==> src/rtl/edge_event_arbiter.sv <==
// edge_event_arbiter: synchronizes N edge inputs, holds one pending event per
// channel and delivers them round-robin over a registered valid/ready port.
module edge_event_arbiter #(
    parameter int N           = 4,
    parameter int TS_W        = 16,
    parameter int SYNC_STAGES = 2
) (
    input  logic                 clk,
    input  logic                 reset,
    input  logic [N-1:0]         in,
    input  logic [N-1:0]         enable,
    input  logic [N-1:0]         mode,
    output logic                 ev_valid,
    input  logic                 ev_ready,
    output logic [$clog2(N)-1:0] ev_chan,
    output logic                 ev_edge,
    output logic [TS_W-1:0]      ev_time,
    output logic [7:0]           drop_cnt,
    input  logic                 clr_drop
);
    localparam int CW = $clog2(N);
    typedef enum logic {IDLE, OFFER} state_t;
    state_t          state_q, state_d;
    logic [N-1:0]    sync_q [SYNC_STAGES];
    logic [N-1:0]    sync_d [SYNC_STAGES];
    logic [N-1:0]    prev_q, s, rise, fall, evt;
    logic [N-1:0]    pend_q, pend_d, pend_edge_q, pend_edge_d;
    logic [N-1:0]    take_mask, free, drop;
    logic [TS_W-1:0] pend_time_q [N];
    logic [TS_W-1:0] pend_time_d [N];
    logic [TS_W-1:0] ts_q, ts_d, time_q, time_d;
    logic [7:0]      drop_cnt_q, drop_cnt_d;
    logic [8:0]      sum;
    logic [CW-1:0]   last_q, last_d, chan_q, chan_d, pick, idx;
    logic            edge_q, edge_d, take, xfer;

    assign s    = sync_q[SYNC_STAGES-1];
    assign rise = s & ~prev_q;
    assign fall = ~s & prev_q;
    assign evt  = enable & (rise | (mode & fall));
    assign xfer = (state_q == OFFER) & ev_ready;
    assign take = (|pend_q) & ((state_q == IDLE) | ev_ready);

    always_comb begin
        sync_d[0] = in;
        for (int k = 1; k < SYNC_STAGES; k++) sync_d[k] = sync_q[k-1];
    end

    // Scan downward so the nearest channel after last_q is assigned last and wins.
    always_comb begin
        pick = '0;
        idx  = '0;
        for (int k = N; k >= 1; k--) begin
            idx = CW'((int'(last_q) + k) % N);
            if (pend_q[idx]) pick = idx;
        end
    end

    // A slot handed to the output this cycle counts as free for a new event.
    always_comb begin
        take_mask = take ? N'(1) << pick : '0;
        free      = ~pend_q | take_mask;
        drop      = evt & ~free;
        pend_d    = evt | (pend_q & ~take_mask);
        for (int i = 0; i < N; i++) begin
            pend_edge_d[i] = (evt[i] & free[i]) ? rise[i] : pend_edge_q[i];
            pend_time_d[i] = (evt[i] & free[i]) ? ts_q : pend_time_q[i];
        end
        sum        = {1'b0, drop_cnt_q} + 9'($countones(drop));
        drop_cnt_d = clr_drop ? '0 : (sum[8] ? 8'hFF : sum[7:0]);
        ts_d       = ts_q + 1'b1;
    end

    always_comb begin
        chan_d = take ? pick : chan_q;
        edge_d = take ? pend_edge_q[pick] : edge_q;
        time_d = take ? pend_time_q[pick] : time_q;
        last_d = take ? pick : last_q;
    end

    always_comb begin
        state_d = take ? OFFER : (xfer ? IDLE : state_q);
    end

    always_ff @(posedge clk or negedge reset) begin
        if (!reset) state_q <= IDLE;
        else        state_q <= state_d;
    end

    always_ff @(posedge clk or negedge reset) begin
        if (!reset) begin
            for (int k = 0; k < SYNC_STAGES; k++) sync_q[k] <= '0;
            for (int i = 0; i < N; i++) pend_time_q[i] <= '0;
            prev_q      <= '0;
            pend_q      <= '0;
            pend_edge_q <= '0;
            ts_q        <= '0;
            drop_cnt_q  <= '0;
            last_q      <= CW'(N - 1);
            chan_q      <= '0;
            edge_q      <= 1'b0;
            time_q      <= '0;
        end else begin
            for (int k = 0; k < SYNC_STAGES; k++) sync_q[k] <= sync_d[k];
            for (int i = 0; i < N; i++) pend_time_q[i] <= pend_time_d[i];
            prev_q      <= s;
            pend_q      <= pend_d;
            pend_edge_q <= pend_edge_d;
            ts_q        <= ts_d;
            drop_cnt_q  <= drop_cnt_d;
            last_q      <= last_d;
            chan_q      <= chan_d;
            edge_q      <= edge_d;
            time_q      <= time_d;
        end
    end

    always_comb begin
        ev_valid = state_q == OFFER;
        ev_chan  = chan_q;
        ev_edge  = edge_q;
        ev_time  = time_q;
        drop_cnt = drop_cnt_q;
    end
endmodule

==> config.mk <==
export PLATFORM = sky130hd
export DESIGN_NAME = edge_event_arbiter
export DESIGN_NICKNAME = d
export VERILOG_FILES = /design/src/rtl/edge_event_arbiter.sv
export SDC_FILE = /design/constraint.sdc
export NUM_CORES = 1
export LEC_CHECK = 0
export ABC_AREA = 1
export CORE_MARGIN = 2
export CORE_UTILIZATION = 53
export CTS_CLUSTER_SIZE = 24
export DETAILED_ROUTE_END_ITERATION = 6
export PLACE_DENSITY = 0.77
export SLEW_MARGIN = 10
export SYNTH_ARGS = -nofsm -noshare
export SYNTH_HDL_FRONTEND = slang
export SYNTH_SLANG_ARGS = --single-unit
==> constraint.sdc <==
create_clock -name clk -period 3.15 [get_ports clk]
set_input_delay 0.945 -clock clk [delete_from_list [all_inputs] [get_ports clk]]
set_output_delay 0.945 -clock clk [all_outputs]
set_load 0.02 [all_outputs]
# Word-level counts from Yosys, hierarchy flattened
# Index checks and enable logic that the tools add are counted.
[op_classes]
n_addsub = 9
order_cmp = 6
shift = 1
mux = 22
bitwise_logic = 23
n_reduce_logical = 2
[ops]
columns = ["operator", "count"]
rows = [
  ["$bmux W16 S2", 1],
  ["$mux W16", 2],
  ["$and A4 B4 Y4", 6],
  ["$not A4 Y4", 5],
  ["$add A16 B1 Y16 const B", 1],
  ["$mux W8", 2],
  ["$lt A2 B3 Y1 const B", 5],
  ["$or A4 B4 Y4", 3],
  ["$bmux W1 S2", 5],
  ["$add A8 B3 Y9", 1],
  ["$mux W2", 4],
  ["$mux W1", 7],
  ["$and A1 B1 Y1", 6],
  ["$add A1 B1 Y2", 2],
  ["$add A2 B1 Y2 const B", 2],
  ["$add A2 B2 Y2 const B", 2],
  ["$mux W4", 1],
  ["$reduce_or A4 Y1", 1],
  ["$shl A1 B2 Y4 const A", 1],
  ["$add A2 B2 Y3", 1],
  ["$ge A3 B3 Y1 const B", 1],
  ["$not A2 Y3", 1],
  ["$reduce_bool A2 Y1", 1],
  ["$not A1 Y1", 1],
  ["$or A1 B1 Y1", 1],
]
[totals]
ff_bits = 130
inputBits = 16
output_inout_bits = 28
wordCells = 82

# Depth between registers and ports, before layout
[logic_depth]
word_depth = 17
mapped_depth = 25
ltp_nobuf = 24

# Worst setup path before layout
# No wires, ideal clock.
[synth_timing]
path_kind = "input-to-reg"
from = "input mode[0]"
to = "register drop_cnt_q[7] (netlist: drop_cnt[7])"
setup_time_ps = 86
arrival_ps = 3529
required_time_ps = 3064
path_slack_ps = -465
stages = 16
n_path_buf = 1
cell_sequence = "nand3_1 -> o21ai_0 -> nand2_1 -> inv_2 -> clkbuf_1 -> nand3_1 -> fa_1 -> fa_1 -> inv_1 -> fa_1 -> nand3_1 -> nor2_1 -> inv_1 -> nor2_1 -> a211oi_1 -> nor3_1"
[synth_via]
elab_chain_cells = 9
[synth_rtl]
columns = ["item", "line", "source"]
rows = [
  ["start: declaration", "12", "input logic [N-1:0] mode,"],
  ["$and A4 B4 Y4", "40", "assign evt = enable & (rise | (mode & fall));"],
  ["$or A4 B4 Y4", "40", ""],
  ["$and A4 B4 Y4", "40", ""],
  ["$and A4 B4 Y4", "63", "drop = evt & ~free;"],
  ["$add A1 B1 Y2 (not written as such)", "69", "sum = {1'b0, drop_cnt_q} + 9'($countones(drop));"],
  ["$add A2 B2 Y3 (not written as such)", "69", ""],
  ["$add A8 B3 Y9", "69", ""],
  ["$mux W8 (2 in a row)", "70", "drop_cnt_d = clr_drop ? '0 : (sum[8] ? 8'hFF : sum[7:0]);"],
  ["via drop_cnt_d[7]", "32", "logic [7:0] drop_cnt_q, drop_cnt_d;"],
  ["end signal: assignment", "110", "drop_cnt_q <= drop_cnt_d;"],
  ["end: declaration", "32", ""],
]
# The timed path passes the listed nets, and every way through them passes these cells.
# A chain may end at the register's enable or synchronous reset.

# Worst setup path in the final report
[layout_timing]
from = "register last_q[0]"
to = "register drop_cnt_q[5] (netlist: drop_cnt[5])"
[layout_via]
elab_chain_cells = 17
word_cells_on_any_way = 27
cone_classes = "add/sub (8); shift (1); mux (15); bitwise (3)"
[layout_rtl]
columns = ["item", "line", "source"]
rows = [
  ["start: declaration", "34", "logic [CW-1:0] last_q, last_d, chan_q, chan_d, pick, idx;"],
  ["start signal: assignment", "99", "last_q <= CW'(N - 1);"],
  ["start signal: assignment", "111", "last_q <= last_d;"],
  ["$add A2 B1 Y2", "54", "idx = CW'((int'(last_q) + k) % N);"],
  ["$bmux W1 S2", "55", "if (pend_q[idx]) pick = idx;"],
  ["$mux W1 (not written as such)", "55", ""],
  ["$mux W2 (3 in a row)", "55", ""],
  ["$mux W2 *", "55", ""],
  ["$shl A1 B2 Y4 *", "61", "take_mask = take ? N'(1) << pick : '0;"],
  ["$mux W4 *", "61", ""],
  ["$or A4 B4 Y4 *", "62", "free = ~pend_q | take_mask;"],
  ["$not A4 Y4 *", "63", ""],
  ["$and A4 B4 Y4 *", "63", ""],
  ["$add A1 B1 Y2 (not written as such)", "69", ""],
  ["$add A2 B2 Y3 (not written as such) *", "69", ""],
  ["$add A8 B3 Y9 *", "69", ""],
  ["$mux W8 * (2 in a row)", "70", ""],
  ["via drop_cnt_d[5]", "32", ""],
]
# Mark *: on every way through the listed nets, which the timed path passes. The rest lies on a longest branch. The select of a mux whose other input is x is not followed.

==> metrics <==
run status=finished with violations; LEAKAGE=3.94 nW; DRT antenna net count=0; clock sink total=130; final net count=834; largest net degree at the start of global routing=57; Pins Over Slew Limit=0; Area Growth Syn to Fin=24.0%; synthesized netlist cell count=742; synth warn=0; Ports=44; Vias/cell=5.36; fin area=7630 µm²; Seq/Total Area, Yosys=0.529; final hold violations=0; # diodes=0; DP HPWL=9.56 mm; GRT Util Overall=0.256; Setup CP Type=reg -> reg; reg2reg end=drop_cnt[5]; Finish-stage setup viols=8; CTS Buf Count=17; Area contributors post-synth=dfrtp_1 (52%), nand2_1 (15%), nand3_1 (10%); Worst R2R Setup Slack=-0.25 ns; Tmin final=3.40 ns; CP arrival=3.69 ns; number of iterations in the first detailed-routing pass=5; worst hold path class=reg -> reg; layout cells sized above 1=0.178; post-synth top area share=0.520; buffers and inverters on the worst path=6; pwr/cell area=1090 nW/µm²; number of global-route vias before repair=5210; Clock Skews=0.00528 ns; Post-route DRC=0; Netlist cell types=32; DR vias=5184; hold_sp=sync_d[3]; Placement Setup Slack=-0.772 ns; hold_ws=0.345 ns; critical path startpoint category=register; H-tree depth=4; crit-path most repeated cell=nand2_2; Die Y=112 µm; Placer Congestion=0.826; CTS tree=built; setup ws final=-0.246 ns; crit path from=last_q[0]; kind of end point of the critical path=register; synthesized area=6160 µm²; number of antenna violations at the first check in global routing=0; final WL=15.2 mm; worst hold endpoint=s[3]; core area=11400 µm²; Critical Path RT=3.45 ns; Die W=112 µm; clk buf depth=2; Critical Path Max Stage Delay=0.61 ns; Post-DP Area=6890 µm²; Crit Path Max Fanout=5; DRT iter0 DRCs=408; Rows=39; grt ovf=0; Skew-Pair Late Insertion Delay=0.41 ns; headroom to the max-slew limit=0.621; Clock Tree Root=clkbuf_16; net count after synthesis=763; Initial Utilization=0.542; Crit-path slowest cell=dfstp_2; count of input and output buffers=43; Die ar.=12500 µm²; synthesis-stage register bit count=130; Post-CTS Hold Buffers=0; hold path cells=0; worst r2r path cells=24; R2R Path Start=last_q[0]; first-pass GRT wire length=25.4 mm; Final Cycle Share=1.08; Max VDD drop=1.10 mV; Fmax=294 MHz; DR WL/cell=15.7 µm; Mapped Avg Cell Area=8.30 µm²; Worst-Margin Slew=0.568 ns; Synth area leader=dfrtp_1; max-cap violations=0; RSZ-0062 raised after global routing=true; Crit path max-delay family=adder cells; failing checks=setup timing; crit-path cells=buf_6 -> nand2_1 -> nand2_2 -> nand2_1 -> nand2_1 -> nand2_2 -> nand2_2 -> nand2_2 -> nand2_2 -> inv_2 -> nand2_2 -> nand3_2 -> fa_1 -> fa_2 -> inv_2 -> fa_2 -> nand3_2 -> nor2_2 -> inv_2 -> nor2_4 -> inv_2 -> o21ai_2 -> o21ai_1 -> inv_1; Clock transition at path regs=0.05 ns
==> flip-flops by register name, summed over array words and instances (netlist names), 2 cells and up <==
signal and flops:
s 4, pend_edge_q 4, ev_time 16, prev_q 4
sync_d 4, ts_q 16, pend_time_q 64, drop_cnt 8
pend_q 4, last_q 2, ev_chan 2
==> worst max path at each step <==
stage | to | slack (ns) | cells after the start
2_1_floorplan | drop_cnt[5] | -0.20 | 18
3_3_place_gp | drop_cnt[5] | -0.66 | 17
3_5_place_dp | drop_cnt[5] | -0.77 | 17
4_1_cts | drop_cnt[1] | -0.19 | 22
5_1_grt | drop_cnt[5] | -0.38 | 24
6_report | drop_cnt[5] | -0.25 | 24
==> timing repair <==
item	in CTS	in global routing
buffers inserted	5	6
setup endpoints to repair	8	8
resized for setup	20	15
cloned	0	0
pin swaps	18	7
==> kinds of logic after synthesis <==
logic type               count (synthesis)  synth area share
adder cells (fa/ha/maj)                  5            0.0138
AND/OR/NAND/NOR                        435             0.316
AO/OA/AOI/OAI                           32            0.0337
buffers and inverters                  124            0.0847
flip-flops                             130             0.529
XOR/XNOR                                16            0.0228
==> cells in the final DEF (no fill, tap or decap), types with 4 or more instances in the layout <==
master	count
nand2_2	20
nor2_1	17
nand4_1	5
o211ai_1	11
clkinv_2	4
or2_2	11
clkbuf_16	17
nand3_1	120
buf_4	40
clkbuf_1	6
inv_2	11
nand2_4	8
inv_1	75
xnor2_1	5
buf_6	4
xor2_1	11
dfrtp_1	128
o21ai_0	5
clkdlybuf4s50_1	41
nand2_1	232
nand3_2	10
==> power breakdown <==
part	internal [mW]	leakage (nW)	total, mW	switching, mW
combinational	1.58	1.97	4.21	2.63
sequential	2.04	1.69	2.28	0.232
clock	1.20	0.275	1.86	0.664
total	4.82	3.94	8.35	3.53
==> cell type report <==
class	count	area, µm²
fillers	889	3730
repair buffers	88	805
clock inverters	6	80.1
multi-input cells	488	2500
clock buffers	25	475
flip-flops and latches	130	3260
inverters	88	338
well taps	143	179
==> per-stage QoR <==
step / total power, mW / std cells / setup TNS (ns) / util
global route: 8.93 / 968 / -2.66 / 0.672
floorplan: 4.93 / 742 / -0.880 / -
finish: 8.35 / 968 / -1.49 / 0.672
global placement: 6.05 / 926 / -4.56 / 0.606
detailed placement: 6.17 / 926 / -5.46 / 0.606
CTS: 8.17 / 962 / -1.09 / 0.663
==> layer usage <==
layer / track usage / vias to the layer above / wire (µm)
li1: - / 2469 / -
met2: 0.427 / 173 / 7590
met5: 0 / - / 0
met4: 0.0979 / 0 / 419
met3: 0.0495 / 42 / 832
met1: 0.335 / 2500 / 6380
==> cells in the mapped netlist <==
library cell	number
xor2_1	11
dfstp_2	2
ha_1	2
nand4_1	5
nand3_2	4
nand3_1	126
fa_1	3
o21ai_2	2
a31oi_1	2
or2_1	2
o21ai_0	9
nand2_2	7
buf_4	5
o211ai_1	11
o21a_1	2
nand2_1	246
buf_2	8
dfrtp_1	128
nand2_4	7
inv_2	8
nor3_1	3
inv_4	2
a211oi_1	2
buf_6	3
or2_2	11
clkbuf_1	20
a21oi_1	4
xnor2_1	5
and3_1	2
inv_1	78
nor2_1	21
nor2_4	1
(Power assumes the default switching activity.)
